### src/rtl/mux_pkg.sv
// mux_pkg -- constants and helpers shared by the N-way select datapath.
//   MUX_DATA_WIDTH    : default word width of the datapath muxes
//   MUX_DEFAULT_VALUE : word driven for an out-of-range select
//   sel_width()       : select width for N inputs, never below 1
package mux_pkg;

  localparam int          MUX_DATA_WIDTH    = 32;
  localparam logic [31:0] MUX_DEFAULT_VALUE = 32'h0000_0000;

  function automatic int sel_width(input int n);
    return (n <= 2) ? 1 : $clog2(n);
  endfunction

endpackage

### src/rtl/mux_n_comb.sv
// mux_n_comb -- pure combinational N-way select with out-of-range detection.
//   data_i : flattened inputs, input k at [k*DATA_WIDTH +: DATA_WIDTH]
//   sel_i  : binary select
//   word_o : selected word, DEFAULT_VALUE when sel_i >= NUM_INPUTS
//   err_o  : out-of-range flag (only when MUX_SEL_ERR_EN is defined)
module mux_n_comb #(
  parameter int                    DATA_WIDTH    = 32,
  parameter int                    NUM_INPUTS    = 4,
  parameter int                    SEL_WIDTH     = 2,
  parameter logic [DATA_WIDTH-1:0] DEFAULT_VALUE = '0
) (
  input  logic [NUM_INPUTS*DATA_WIDTH-1:0] data_i,
  input  logic [SEL_WIDTH-1:0]             sel_i,
  output logic [DATA_WIDTH-1:0]            word_o
`ifdef MUX_SEL_ERR_EN
  ,
  output logic                             err_o
`endif
);

  logic                  hit;
  logic [DATA_WIDTH-1:0] sel_word;

  // Equality scan rather than a range compare: codes past NUM_INPUTS-1
  // simply never hit, which covers non-power-of-two input counts.
  always_comb begin
    hit      = 1'b0;
    sel_word = '0;
    for (int k = 0; k < NUM_INPUTS; k++) begin
      if (sel_i == SEL_WIDTH'(k)) begin
        hit      = 1'b1;
        sel_word = data_i[k*DATA_WIDTH +: DATA_WIDTH];
      end
    end
  end

  assign word_o = hit ? sel_word : DEFAULT_VALUE;
`ifdef MUX_SEL_ERR_EN
  assign err_o  = !hit;
`endif

endmodule

### src/rtl/mux_n_skid.sv
// mux_n_skid -- N-way select with registered output and one-beat skid buffer.
//   clk, rst_n          : clock (rising), async active-low reset
//   in_Data/in_Sel      : flattened inputs and binary select
//   in_Valid/in_Ready   : upstream handshake; in_Ready is a pure register
//   flush               : synchronous flush, drops held and concurrent beats
//   out_Data/out_Sel    : registered word and the select that produced it
//   out_Valid/out_Ready : downstream handshake
//   sel_Err             : out-of-range flag travelling with the beat
// Optional: define MUX_SEL_ERR_EN to add sel_Err and its storage.
module mux_n_skid import mux_pkg::*; #(
  parameter int                    DATA_WIDTH    = MUX_DATA_WIDTH,
  parameter int                    NUM_INPUTS    = 4,
  parameter int                    SEL_WIDTH     = sel_width(NUM_INPUTS),
  parameter logic [DATA_WIDTH-1:0] DEFAULT_VALUE = DATA_WIDTH'(MUX_DEFAULT_VALUE)
) (
  input  logic                             clk,
  input  logic                             rst_n,
  input  logic [NUM_INPUTS*DATA_WIDTH-1:0] in_Data,
  input  logic [SEL_WIDTH-1:0]             in_Sel,
  input  logic                             in_Valid,
  output logic                             in_Ready,
  input  logic                             flush,
  output logic [DATA_WIDTH-1:0]            out_Data,
  output logic [SEL_WIDTH-1:0]             out_Sel,
  output logic                             out_Valid,
  input  logic                             out_Ready
`ifdef MUX_SEL_ERR_EN
  ,
  output logic                             sel_Err
`endif
);

  logic [DATA_WIDTH-1:0] word;
  logic                  accept, m_free;

  logic                  m_vld_q, m_vld_d, s_vld_q, s_vld_d;
  logic [DATA_WIDTH-1:0] m_data_q, m_data_d, s_data_q, s_data_d;
  logic [SEL_WIDTH-1:0]  m_sel_q, m_sel_d, s_sel_q, s_sel_d;
`ifdef MUX_SEL_ERR_EN
  logic                  err;
  logic                  m_err_q, m_err_d, s_err_q, s_err_d;
`endif

  mux_n_comb #(
    .DATA_WIDTH   (DATA_WIDTH),
    .NUM_INPUTS   (NUM_INPUTS),
    .SEL_WIDTH    (SEL_WIDTH),
    .DEFAULT_VALUE(DEFAULT_VALUE)
  ) u_sel (
    .data_i(in_Data),
    .sel_i (in_Sel),
    .word_o(word)
`ifdef MUX_SEL_ERR_EN
    ,
    .err_o (err)
`endif
  );

  assign in_Ready = !s_vld_q;
  assign accept   = in_Valid && !s_vld_q;
  assign m_free   = !m_vld_q || out_Ready;

  always_comb begin
    m_vld_d  = m_vld_q;
    m_data_d = m_data_q;
    m_sel_d  = m_sel_q;
    s_vld_d  = s_vld_q;
    s_data_d = s_data_q;
    s_sel_d  = s_sel_q;
`ifdef MUX_SEL_ERR_EN
    m_err_d  = m_err_q;
    s_err_d  = s_err_q;
`endif
    if (flush) begin
      // Payload registers keep their contents; only validity is dropped.
      m_vld_d = 1'b0;
      s_vld_d = 1'b0;
    end else if (s_vld_q) begin
      // S only fills behind a full M, and in_Ready is low, so no accept here.
      if (out_Ready) begin
        m_data_d = s_data_q;
        m_sel_d  = s_sel_q;
`ifdef MUX_SEL_ERR_EN
        m_err_d  = s_err_q;
`endif
        s_vld_d  = 1'b0;
      end
    end else if (m_free) begin
      m_vld_d = accept;
      if (accept) begin
        m_data_d = word;
        m_sel_d  = in_Sel;
`ifdef MUX_SEL_ERR_EN
        m_err_d  = err;
`endif
      end
    end else if (accept) begin
      s_vld_d  = 1'b1;
      s_data_d = word;
      s_sel_d  = in_Sel;
`ifdef MUX_SEL_ERR_EN
      s_err_d  = err;
`endif
    end
  end

  always_ff @(posedge clk or negedge rst_n) begin
    if (!rst_n) begin
      m_vld_q  <= 1'b0;
      m_data_q <= '0;
      m_sel_q  <= '0;
      s_vld_q  <= 1'b0;
      s_data_q <= '0;
      s_sel_q  <= '0;
`ifdef MUX_SEL_ERR_EN
      m_err_q  <= 1'b0;
      s_err_q  <= 1'b0;
`endif
    end else begin
      m_vld_q  <= m_vld_d;
      m_data_q <= m_data_d;
      m_sel_q  <= m_sel_d;
      s_vld_q  <= s_vld_d;
      s_data_q <= s_data_d;
      s_sel_q  <= s_sel_d;
`ifdef MUX_SEL_ERR_EN
      m_err_q  <= m_err_d;
      s_err_q  <= s_err_d;
`endif
    end
  end

  assign out_Valid = m_vld_q;
  assign out_Data  = m_data_q;
  assign out_Sel   = m_sel_q;
`ifdef MUX_SEL_ERR_EN
  // Gated by valid so a flushed error beat does not keep the flag raised.
  assign sel_Err   = m_vld_q && m_err_q;
`endif

endmodule

### config.mk
export PLATFORM = sky130hd
export DESIGN_NAME = mux_n_skid
export DESIGN_NICKNAME = d
export VERILOG_FILES = /design/src/rtl/mux_pkg.sv /design/src/rtl/mux_n_comb.sv /design/src/rtl/mux_n_skid.sv
export SDC_FILE = /design/constraint.sdc
export NUM_CORES = 1
export LEC_CHECK = 0
export CORE_MARGIN = 4
export CORE_UTILIZATION = 25
export CTS_CLUSTER_SIZE = 20
export DETAILED_ROUTE_END_ITERATION = 8
export PLACE_DENSITY_LB_ADDON = 0.3
export REMOVE_ABC_BUFFERS = 1
export SLEW_MARGIN = 20
export SYNTH_ARGS = -nofsm -noshare
export SYNTH_HDL_FRONTEND = slang
export SYNTH_SLANG_ARGS = --single-unit
### constraint.sdc
create_clock -name clk -period 1.7 [get_ports clk]
set_input_delay 0.425 -clock clk [delete_from_list [all_inputs] [get_ports clk]]
set_output_delay 0.425 -clock clk [all_outputs]
set_load 0.01 [all_outputs]
## Word level (Yosys, flattened, before mapping)

Cells that the tools add are included.

- Output and inout port bits: 36
- Register bits: 70
- Logic and storage cells: 50

- Equality and inequality tests: 5
- Mux-type cells: 25
- Bitwise logic cells: 3
- Reductions and logical operators: 11

Operators with widths:

| cell | count |
|---|---|
| $mux W32 | 9 |
| $mux W1 | 12 |
| $mux W2 | 4 |
| $reduce_and A4 Y1 | 2 |
| $reduce_bool A2 Y1 | 3 |
| $eq A2 B2 Y1 const B | 2 |
| $ne A2 B2 Y1 const B | 2 |
| $not A1 Y1 | 3 |
| $eq A2 B1 Y1 const B | 1 |
| $logic_not A1 Y1 | 2 |
| $logic_not A2 Y1 | 1 |
| $reduce_and A2 Y1 | 1 |
| $logic_and A1 B1 Y1 | 1 |
| $logic_or A1 B1 Y1 | 1 |

## Logic depth before layout (Yosys ltp)

Gate-level depths: netlist of the first run.

- Depth after elaboration: 9
- Mapped depth: 5
- Mapped depth without buffers: 3

## Hierarchy

From an unflattened synthesis of the first run, not the netlist that was laid out.

- Cell total of the unflattened synthesis: 232
- Area total of the unflattened synthesis: 3872.5 µm²

By module, submodules not included:

| module | instances | area an instance (µm²) | cells an instance |
|---|---|---|---|
| mux_n_skid | 1 | 3057.9 | 193 |
| mux_n_comb | 1 | 814.5 | 39 |

## Worst setup path after synthesis of the first run

OpenSTA, ideal clock, no wires.

- Path type: input to register
- Start point: in in_Sel[1]
- End point: reg m_data_q[0] (netlist: out_Data[0])
- Arrival time: 1.569 ns
- Path buffers: 2
- Path slack: 0.005 ns
- Setup time: 0.126 ns
- Required time: 1.574 ns
- Cell stages on the path: 4
- Cells stage by stage: buf_2 > clkbuf_1 > mux4_2 > a221o_1

- Word-level cells in the longest chain between the ends: 9
- Elaborated cells between the ends (all ways): 16
- Those cells by class: eq/ne: 3; mux: 12; reduce/logical: 1

Ends and longest elaborated chain:

| item | RTL line | source |
|---|---|---|
| from (decl) | mux_n_skid.sv:19 | `input logic [SEL_WIDTH-1:0] in_Sel,` |
| $logic_not A2 Y1 | mux_n_comb.sv:30 | `if (sel_i == SEL_WIDTH'(k)) begin` |
| $mux W32 / $mux W1 (equally long branches) (4 in a row) | mux_n_comb.sv:30 |  |
| $mux W32 (*) | mux_n_comb.sv:37 | `assign word_o = hit ? sel_word : DEFAULT_VALUE;` |
| $mux W32 (*) | mux_n_skid.sv:90 | `if (accept) begin` |
| $mux W32 (*) | mux_n_skid.sv:88 | `end else if (m_free) begin` |
| $mux W32 (*) | mux_n_skid.sv:78 | `end else if (s_vld_q) begin` |
| to (signal assigned) | mux_n_skid.sv:121 | `m_data_q <= m_data_d;` |
| to (decl) | mux_n_skid.sv:37 | `logic [DATA_WIDTH-1:0] m_data_q, m_data_d, s_data_q, s_data_d;` |

Every way passes the cells marked *; elsewhere a longest branch is shown, timed or not. The select of a mux whose other input is x is not followed.
A chain may end at the register's enable or synchronous reset.

## Final worst setup path of the first run

- Start point: reg m_data_q[13] (netlist: out_Data[13])
- End point: out out_Data[13]

RTL lines:

| item | RTL line | source |
|---|---|---|
| to (decl) | mux_n_skid.sv:23 | `output logic [DATA_WIDTH-1:0] out_Data,` |

No word-level cell between the ends.

==> flow_summary.yaml, run 1 <==
route:
  wl_per_cell_um: 18.7
  drtPass1Iterations: 4
  wl_met1_um: 4900
  wl_met2_um: 5560
  routed-wl-met3_um: 880
  drcViolationCount: 0
  ant_nets: 0
  via_per_inst: 5.00
  vias: 3051
  dr.max_layer_used: "met4"
  drt_wl_total_um: 11400
  drt_iter0_drc: 114
logic_synthesis:
  synth.area.top_cells: "dfrtp_1, mux4_2, mux2_2"
  synthFlopType: "dfrtp_1"
  synth_edf_count: 0
  netlist_top_cells_count: "dfrtp_1, mux2_2, a221o_1, and4_1, mux4_2"
  syn_area_per_cell_sq_um: 15.4
  netlist_area_sq_um: 3760
  yosysTopAreaCell: "dfrtp_1"
  synth_top_area_share: 0.466
  ys_ff_latch: 70
  yosysMostFrequentCell: "dfrtp_1"
  netlist_instances: 244
  synth-async-reset-ratio: 1.00
  synth_warnings: 0
  synth.distinct_cells: 21
  ys_seq_area_frac: 0.466
critical_path:
  crit_type: "register to output pin"
  cpPeakStageDelay_ps: 560
  cp.required_ps: 1270
  worstSetupEndpointType: "output pin"
  cp.arrival_ps: 1230
  slowest_stage: "clkdlybuf4s50_1"
  critPathBufInv: 1
  cp-start-kind: "register"
  crit_fanout: 2
  cp_cell_sequence: "clkdlybuf4s50_1"
  crit_family: "buffers and inverters"
power_and_ir_drop:
  p_leak_nw: 2.60
  p_sw_mw: 1.36
  power.total_mw: 5.55
  p_sw_frac: 0.245
  p_seq_frac: 0.407
  p_per_area_nw_per_um2: 895
  p_int_mw: 4.19
  clock_power_share: 0.324
  ir_drop_uv: 502
  combPwrFrac: 0.269
global_route:
  antenna_found_initial: 0
  grt_overflow: 0
  grt_usage: 0.130
  grt_max_degree: 38
  first_global_vias: 3410
  grt_pass1_wl_um: 17600
clock_tree:
  cts_buffers: 9
  clk_pin_slew_ps: 50
  root_buffer: "clkbuf_16"
  tritoncts: "built"
  worstSkewPairLatency_ps: 320
  clk_path_buf_depth: 2
  h-tree-depth: 3
  cts_sinks: 70
floorplanning:
  fp.dieArea_sq_um: 17100
  start_util: 0.257
  fp-row-count: 44
  core_sq_um: 14600
  io-pin-count: 171
  die_y_um: 131
  die_w_um: 131
layout:
  diodes: 0
  fin_util: 0.423
  syn2layout_area_growth_pct: 64.8
  finalNetCount: 556
  drive_gt1_frac: 0.258
placed_design:
  pre_cts_ws_ps: -320
  dpl.hpwl_um: 8250
  numPortBuffers: 170
  place_congestion: 0.663
timing:
  finalCriticalPeriod_ps: 1660
  finalHoldWorstSlack_ps: 458
  post-route-period-util: 0.975
  fmax_mhz: 604
  relSlewSlack: 0.774
  finalHoldViolCount: 0
  setup_slack_ps: 43.1
  worst_slew_pin_slew_ps: 339
  tns_ps: 0
  drv_slew: 0
  setup_violations: 0
  skew_ps: 5.16
worst_hold_path:
  hold_class: "input pin to register"
job:
  drv_cap: 0
outcome:
  outcome: "complete, no violations"
==> per-layer routing <==
| metal | global-route usage | vias up |
|---|---|---|
| met3 | 0.0362 | 9 |
| met1 | 0.164 | 1549 |
| met5 | 0 | - |
| met2 | 0.220 | 112 |
| li1 | - | 1381 |
| met4 | 0.0309 | 0 |
==> layout by cell type, fill, tap and decap left out, drive strengths merged, types with 3 or more instances in the layout <==
| cell | instances |
|---|---|
| clkdlybuf4s50 | 152 |
| dfrtp | 70 |
| mux2 | 38 |
| and4 | 32 |
| a221o | 32 |
| mux4 | 32 |
| buf | 24 |
| clkbuf | 15 |
| dlymetal6s2s | 12 |
| inv | 3 |
==> worst register-to-register path: stages (launching register included) <==
cell and delay [ps]:
dfrtp_1 420, nand2_2 100, nor4_4 260, buf_6 190
clkbuf_16 210, mux2_2 350
==> final timing paths <==
check                          endpoint          from  cells after the start  slack (ps)
hold reg to reg              s_sel_q[0]    s_sel_q[0]                      1         490
max in group asynchronous       s_vld_q         rst_n                      3         640
hold / removal                  s_vld_q      in_Valid                      3         460
setup reg to reg           s_data_q[14]     out_Valid                      5          50
min in group asynchronous  out_Data[20]         rst_n                      2         480
setup / recovery           out_Data[13]  out_Data[13]                      1          40
==> through the flow <==
stage | cells | instance area (sq um)
final | 610 | 6200
after global routing | 610 | 6200
after CTS | 606 | 6080
after detailed placement | 589 | 5790
after global placement | 589 | 5790
after floorplan | 216 | 3600
==> power groups by stage <==
stage	Sequential, mW	Clock, mW	Combinational (mW)
floorplan	2.31	0	0.551
global placement	2.27	0	1.49
detailed placement	2.29	0	1.52
CTS	2.26	1.86	1.53
global route	2.31	1.91	1.62
finish	2.26	1.79	1.49
==> logic make-up after synthesis <==
group,Yosys count,synth area share
AOI/OAI and AO/OA,37,0.0968
buffers and inverters,31,0.0449
DFF,70,0.466
muxes,70,0.309
and+or+nand+nor,36,0.0832
==> timing repair <==
item                                   in CTS  in global routing
gates cloned                                0                  3
pin swaps                                   0                  1
setup endpoints to repair                   2                 42
resized for setup                           4                 14
endpoints found under the hold margin       7                  0
hold buffers                                1                  0
buffers inserted                            0                  1
==> sequential cells by signal, indices dropped and copies added (netlist names) <==
name,flops
out_Data,32
out_Sel,2
out_Valid,1
s_data_q,32
s_sel_q,2
s_vld_q,1
==> cell type report <==
class	instances	area, sq um
clock inverter	4	47.5
tap	184	230
clock buffer	12	236
sequential	70	1750
fill	1348	8450
inverter	3	11.3
timing repair buffer	194	2060
multi-input combinational	143	1860
Power figures use the tool's default switching activity.
==> run 2, diff against run 1 <==
--- a/config.mk
+++ b/config.mk
@@ -11,6 +11,7 @@
 export DETAILED_ROUTE_END_ITERATION = 8
 export PLACE_DENSITY_LB_ADDON = 0.3
 export REMOVE_ABC_BUFFERS = 1
+export SETUP_SLACK_MARGIN = 0.4
 export SLEW_MARGIN = 20
 export SYNTH_ARGS = -nofsm -noshare
 export SYNTH_HDL_FRONTEND = slang
==> flow_summary.yaml, run 2 (synthesis results as in run 1) <==
outcome:
  outcome: "complete, no violations"
power_and_ir_drop:
  p_sw_mw: 1.45
  p_per_area_nw_per_um2: 881
  combPwrFrac: 0.296
  power.total_mw: 5.79
  p_sw_frac: 0.250
  p_int_mw: 4.34
  clock_power_share: 0.311
  p_seq_frac: 0.393
  p_leak_nw: 2.80
  ir_drop_uv: 503
timing:
  post-route-period-util: 0.973
  fmax_mhz: 604
  tns_ps: 0
  finalHoldViolCount: 0
  setup_violations: 0
  drv_slew: 0
  skew_ps: 5.58
  finalHoldWorstSlack_ps: 487
  rsz0062_at_grt: "yes"
  relSlewSlack: 0.766
  worst_slew_pin_slew_ps: 351
  finalCriticalPeriod_ps: 1650
placed_design:
  dpl.hpwl_um: 8250
  numPortBuffers: 170
  placed_area_sq_um: 5790
  place_congestion: 0.663
critical_path:
  cp-start-kind: "register"
  crit_type: "register to register"
  worstSetupEndpointType: "register"
  cp.arrival_ps: 1860
  crit_fanout: 8
  cp.required_ps: 1900
  regToRegSetupSlack_ps: 50
clock_tree:
  h-tree-depth: 3
  clk_path_buf_depth: 2
  tritoncts: "built"
  cts_buffers: 9
  root_buffer: "clkbuf_16"
  worstSkewPairLatency_ps: 320
  cts_sinks: 70
  clk_pin_slew_ps: 60
floorplanning:
  start_util: 0.257
  fp.dieArea_sq_um: 17100
  io-pin-count: 171
  die_y_um: 131
  core_sq_um: 14600
  fp-row-count: 44
  die_w_um: 131
route:
  drtPass1Iterations: 4
  drt_wl_total_um: 12800
  via_per_inst: 4.99
  ant_nets: 0
  drcViolationCount: 0
  drt_iter0_drc: 192
  wl_per_cell_um: 20.0
  vias: 3176
layout:
  design_area_sq_um: 6580
  layout_common_cells: "clkdlybuf4s50_1, dfrtp_1, mux2_4"
  syn2layout_area_growth_pct: 74.9
  fin_util: 0.449
  final_common_cell: "clkdlybuf4s50_1"
  finalNetCount: 583
  diodes: 0
  drive_gt1_frac: 0.391
global_route:
  antenna_found_initial: 0
  grt_pass1_wl_um: 19700
  grt_max_degree: 38
  first_global_vias: 3568
  grt_overflow: 0
  grt_usage: 0.149
job:
  drv_cap: 0
worst_hold_path:
  hold_class: "input pin to async pin"
==> run 2: cell count changes in the layout (fill, tap and decap cells not counted), moves of 2 or more <==
cell and delta:
buf_12 +7, buf_16 +6, buf_2 +25, buf_4 +11
buf_6 +17, clkbuf_16 -3, clkdlybuf4s50_1 -24, dlymetal6s2s_1 -12
mux2_1 -2, mux2_2 -34, mux2_4 +36
==> run 2: repair_timing <==
action	4_1_cts	5_1_grt
hold endpoints to repair	7	0
endpoints found under the setup margin	104	84
hold buffers	1	0
cloned	7	0
pin swaps	5	34
resized for setup	202	17
buffers inserted	20	4
==> run 2: worst max-delay path, stage by stage, from the launching register on <==
cell	delay [ps]
dfrtp_2	440
nor4_4	300
buf_4	150
buf_6	100
buf_6	110
buf_16	140
mux2_4	300
==> run 2: through the flow <==
| stage | std cells | setup WS [ps] |
|---|---|---|
| final | 637 | 45.7 |
| after global routing | 637 | -21.2 |
| after CTS | 633 | 56.3 |
| after detailed placement | 589 | -320 |
| after global placement | 589 | -280 |
| after floorplan | 216 | -790 |
==> run 2: path summary, 6_finish.rpt <==
path                             start            to  cells after the start
min in group clk           s_data_q[5]   s_data_q[5]                      1
max in group asynchronous        rst_n       s_vld_q                      3
setup reg to reg               s_vld_q  s_data_q[29]                      6
setup / recovery               s_vld_q  s_data_q[29]                      6
hold / removal                   rst_n  out_Data[20]                      2
hold reg to reg            s_data_q[5]   s_data_q[5]                      1
==> run 2: cell type report <==
class,count,area [sq um]
inverters,3,13.8
clock inverters,4,47.5
multi-input cells,143,1990
well taps,184,230
flip-flops and latches,70,1750
fillers,1310,8070
clock buffers,12,236
repair buffers,221,2300
==> run 2: metal layers <==
metal | GRT usage | share of wire | vias up
met1 | 0.200 | 0.44 | 1620
met2 | 0.249 | 0.48 | 114
met5 | 0 | 0 | -
li1 | - | - | 1434
met4 | 0.0309 | 0.0065 | 0
met3 | 0.0341 | 0.074 | 8
==> run 2: power by group through the flow <==
stage	registers, mW	logic, mW	clock network, mW
after CTS	2.26	1.66	1.86
after floorplan	2.31	0.551	0
after global routing	2.33	1.84	1.91
after global placement	2.27	1.49	0
final	2.28	1.71	1.80
after detailed placement	2.29	1.52	0
